--- src/rtl/seq_detector_param.sv ---
// Programmable serial pattern detector: PAT_LEN-bit run-time pattern, valid-qualified
// input, overlapping or non-overlapping matching, registered Moore flag and saturating count.
module seq_detector_param #(
  parameter int                 PAT_LEN   = 3,
  parameter logic [PAT_LEN-1:0] PAT_RESET = PAT_LEN'(3'b101),
  parameter int                 CNT_W     = 8
) (
  input  logic               clk,
  input  logic               reset,
  input  logic               in_valid,
  input  logic               in,
  input  logic               cfg_load,
  input  logic [PAT_LEN-1:0] cfg_pattern,
  input  logic               cfg_overlap,
  input  logic               cnt_clear,
  output logic               out,
  output logic [CNT_W-1:0]   match_count,
  output logic               cnt_sat
);

  localparam int FW = $clog2(PAT_LEN + 1);
  localparam logic [FW-1:0]    FULL    = FW'(PAT_LEN);
  localparam logic [CNT_W-1:0] CNT_MAX = '1;

  logic [PAT_LEN-1:0] pat;
  logic [PAT_LEN-1:0] hist;
  logic [FW-1:0]      fill;

  logic [PAT_LEN-1:0] hist_next;
  logic [FW-1:0]      fill_next;
  logic               accept;
  logic               match;
  logic [CNT_W-1:0]   cnt_next;

  // Newest bit enters at the LSB, so the oldest bit lines up with pat's MSB.
  generate
    if (PAT_LEN == 1) begin : g_one
      assign hist_next = in;
    end else begin : g_multi
      assign hist_next = {hist[PAT_LEN-2:0], in};
    end
  endgenerate

  assign accept    = in_valid && !cfg_load;
  assign fill_next = (fill == FULL) ? FULL : fill + FW'(1);
  assign match     = accept && (hist_next == pat) && (fill_next == FULL);

  // Clear beats a same-cycle match; otherwise count up and stick at all-ones.
  always_comb begin
    cnt_next = match_count;
    if (cnt_clear) begin
      cnt_next = '0;
    end else if (match && (match_count != CNT_MAX)) begin
      cnt_next = match_count + CNT_W'(1);
    end
  end

  always_ff @(posedge clk) begin
    if (reset) begin
      pat         <= PAT_RESET;
      hist        <= '0;
      fill        <= '0;
      out         <= 1'b0;
      match_count <= '0;
      cnt_sat     <= 1'b0;
    end else begin
      match_count <= cnt_next;
      cnt_sat     <= (cnt_next == CNT_MAX);
      if (cfg_load) begin
        pat  <= cfg_pattern;
        hist <= '0;
        fill <= '0;
        out  <= 1'b0;
      end else if (in_valid) begin
        // Non-overlap mode restarts the fill so the next match needs PAT_LEN fresh bits.
        hist <= hist_next;
        fill <= (match && !cfg_overlap) ? '0 : fill_next;
        out  <= match;
      end
    end
  end

endmodule

--- config.mk ---
export PLATFORM = sky130hd
export DESIGN_NAME = seq_detector_param
export DESIGN_NICKNAME = d
export VERILOG_FILES = /design/src/rtl/seq_detector_param.sv
export SDC_FILE = /design/constraint.sdc
export NUM_CORES = 1
export LEC_CHECK = 0
export ABC_AREA = 1
export BUFFER_PORTS_ARGS = -buffer_cell sky130_fd_sc_hd__buf_2
export CORE_ASPECT_RATIO = 0.9
export CORE_UTILIZATION = 35
export CTS_CLUSTER_DIAMETER = 100
export DETAILED_ROUTE_END_ITERATION = 7
export GPL_TIMING_DRIVEN = 0
export SYNTH_ARGS = -nofsm -noshare
export SYNTH_HDL_FRONTEND = slang
export SYNTH_SLANG_ARGS = --single-unit
--- constraint.sdc ---
create_clock -name clk -period 1.25 [get_ports clk]
set_input_delay 0.0625 -clock clk [delete_from_list [all_inputs] [get_ports clk]]
set_output_delay 0.0625 -clock clk [all_outputs]
set_load 0.05 [all_outputs]
==> summary.md <==
| Metric | Value |
|---|---|
| Post-layout util | `51.7%` |
| Top cells by area, synth | `dfxtp_1 (33%), nand2_1 (14%), nor2_1 (7.6%)` |
| Clk buf depth | `2` |
| Die Y | `53.6 um` |
| CTS Buf Count | `3` |
| # setup viols final | `7` |
| Synth top area share | `32.8%` |
| Rel. slew slack | `64.9%` |
| Tcrit/Tclk final | `115%` |
| Die Area | `3190 um2` |
| Largest net degree at the start of global routing | `11` |
| GP Congestion | `0.814` |
| Final-stage net count | `197` |
| Final Hold Viols | `0` |
| Final WS setup | `-0.187 ns` |
| Yosys warns | `0` |
| Drt pass-1 iters | `5` |
| Wire per inst | `11.2 um` |
| Failing checks | `setup timing` |
| Ys flop type | `dfxtp_1` |
| Grt total ovfl | `0` |
| Reg clk slew, reported paths | `0.11 ns` |
| Post-DRT Antenna Nets | `0` |
| Count of input and output buffers | `17` |
| Layout area overhead | `38.0%` |
| Minimum clock period | `1.44 ns` |
| Most frequent cell after synthesis | `nand2_1` |
| Crit path DAT | `1.69 ns` |
| CTS Root Cell | `clkbuf_4` |
| Pre-CTS WS | `-0.258 ns` |
| Post-synthesis register bit count | `17` |
| Max VDD drop | `0.539 mV` |
| Core area | `2770 um2` |
| Clock group share of total power | `30.2%` |
| Commonest cells post-synth | `nand2_1 (40), nor2_1 (21), inv_1 (18)` |
| Worst hold-check path type | `in -> reg` |
| Unrepaired setup endpoints after global routing | `yes` |
| Post-synth ARST share | `0%` |
| Share of layout cells above drive strength 1 | `43.2%` |
| R2r setup slk | `-0.19 ns` |
| Die width | `59.4 um` |
| Combinational Power Share | `14.3%` |
| Fin Setup TNS | `-0.595 ns` |
| Skew-Pair Late Insertion Delay | `0.30 ns` |
| Sequential Power Share | `55.5%` |
| Synth Area per Inst | `6.96 um2` |
| Crit start category | `flip-flop` |
| DRC viols | `0` |
| Final Max Slew Viols | `0` |
| CP max FO | `8` |
| DP HPWL | `1.69 mm` |
| F_max | `696 MHz` |
| Number of diodes | `0` |
| Status | `finished, violations left` |
| GRT Total Usage | `17.4%` |
| Number of flops mapped to enable cells by yosys | `0` |
| Area leader, netlist | `dfxtp_1` |
| Reported leakage power | `0.661 nW` |
| Maxcap violations | `0` |
| CTS tree | `done` |
| Initial antenna violation count | `0` |
| Cell count after synthesis | `149` |
| CP Class | `reg -> reg` |
| Initial Utilization | `37.4%` |
| Seq/Total Area, Yosys | `32.8%` |
| Post-Syn Area | `1040 um2` |
| Worst Setup End Kind | `flip-flop` |
| Sw Pwr | `278 uW` |
| Switch share | `27.7%` |
| Post-synthesis cell type count | `27` |
| Mapped Nets | `160` |
| Row cnt | `18` |
| Worst Path Required | `1.50 ns` |
| Vias in the first global route | `972` |
| Number of DRC markers in iteration 0 | `34` |
| DR vias/cell | `4.56` |
| IO Pins | `20` |
| Internal power | `725 uW` |
| Routed wire length | `2.51 mm` |
| First-pass GRT wire length | `4.10 mm` |
| Pwr/cell area | `701 nW/um2` |
| Vias | `1,025` |
| Max H-tree Level | `1` |
| Slew @ Worst Pin | `0.526 ns` |
| Clock Skew | `0.0156 ns` |
| # clock sinks | `17` |
layer usage:
metal,up-vias,part of all wire [%],global-route usage (%)
met5,-,0,0
met4,0,0.60,3.57
met3,2,3.3,5.05
met2,15,49,29.8
met1,464,47,21.8
li1,544,-,-
flip-flops by register name, indices dropped and copies added, names as in the netlist:
signal	flops
match_count	8
out	1
hist	2
fill	2
pat	3
cnt_sat	1
cell usage in the layout (no fill, tap or decap), types with 3 or more instances in the layout:
cell,count
dfxtp_2,9
inv_1,15
buf_2,17
buf_4,10
nand2_1,34
clkbuf_4,3
dfxtp_1,4
nor2_1,16
dfxtp_4,4
nand2_2,5
nand3_1,7
o21ai_0,4
nor2_2,7
nor2_4,4
inv_2,3
xor2_1,3
nand4_1,3
a21oi_1,6
dlygate4sd3_1,5
nand2_4,6
timing repair:
action	4_1_cts	5_1_grt
resized for setup	5	22
endpoints found under the hold margin	4	0
buffers inserted	7	3
gates cloned	0	0
pin swaps	5	7
endpoints found under the setup margin	11	11
hold buffers	5	0
cell families after synthesis:
family | after synthesis | synth area share [%]
xor+xnor | 4 | 3.38
buf+inv | 22 | 9.17
flops | 17 | 32.8
compound gates | 14 | 7.24
fa+ha+maj | 1 | 1.21
simple gates | 91 | 46.2
through the flow:
stage | cell area (um2) | power [mW] | cells | hold WS, ns
finish | 1430 | 1.00 | 225 | 0.00846
global route | 1430 | 1.05 | 225 | 0.0317
CTS | 1350 | 0.999 | 222 | 0.00479
detailed placement | 1210 | 0.677 | 206 | 0.265
global placement | 1210 | 0.675 | 206 | 0.266
floorplan | 1070 | 0.647 | 149 | 0.133
final timing paths:
kind,startpoint,cells past startpoint,end
setup reg to reg,match_count[0]$_SDFF_PP0_,11,cnt_sat$_SDFF_PP0_
setup / recovery,match_count[0]$_SDFF_PP0_,11,cnt_sat$_SDFF_PP0_
hold reg to reg,pat[1]$_SDFFE_PP0P_,2,pat[1]$_SDFFE_PP0P_
hold / removal,cfg_load,3,pat[0]$_SDFFE_PP1P_
final cells by class:
class	count	area [um2]
buffer	3	22.5
clock buffer	3	22.5
clock inverter	1	5.00
fill	290	1340
inverter	19	72.6
multi-input combinational	110	678
sequential	17	367
tap	40	50.0
timing repair buffer	32	214
power groups by stage:
stage	registers (mW)	logic, mW	clock network [mW]
floorplan	0.565	0.0827	0
global placement	0.566	0.109	0
detailed placement	0.566	0.111	0
CTS	0.555	0.130	0.314
global route	0.558	0.158	0.337
finish	0.556	0.144	0.303
worst max-delay path, stage by stage (launching register included):
cell	delay [ns]
dfxtp_4	0.37
ha_4	0.14
nand2_4	0.06
nor2_4	0.12
nand2_4	0.10
nand3_4	0.12
nand2_1	0.06
nand2_1	0.05
nand2_1	0.08
nor2_2	0.14
nand2_1	0.08
nor2_2	0.08
Note: power is estimated with default switching activity, not from simulation.
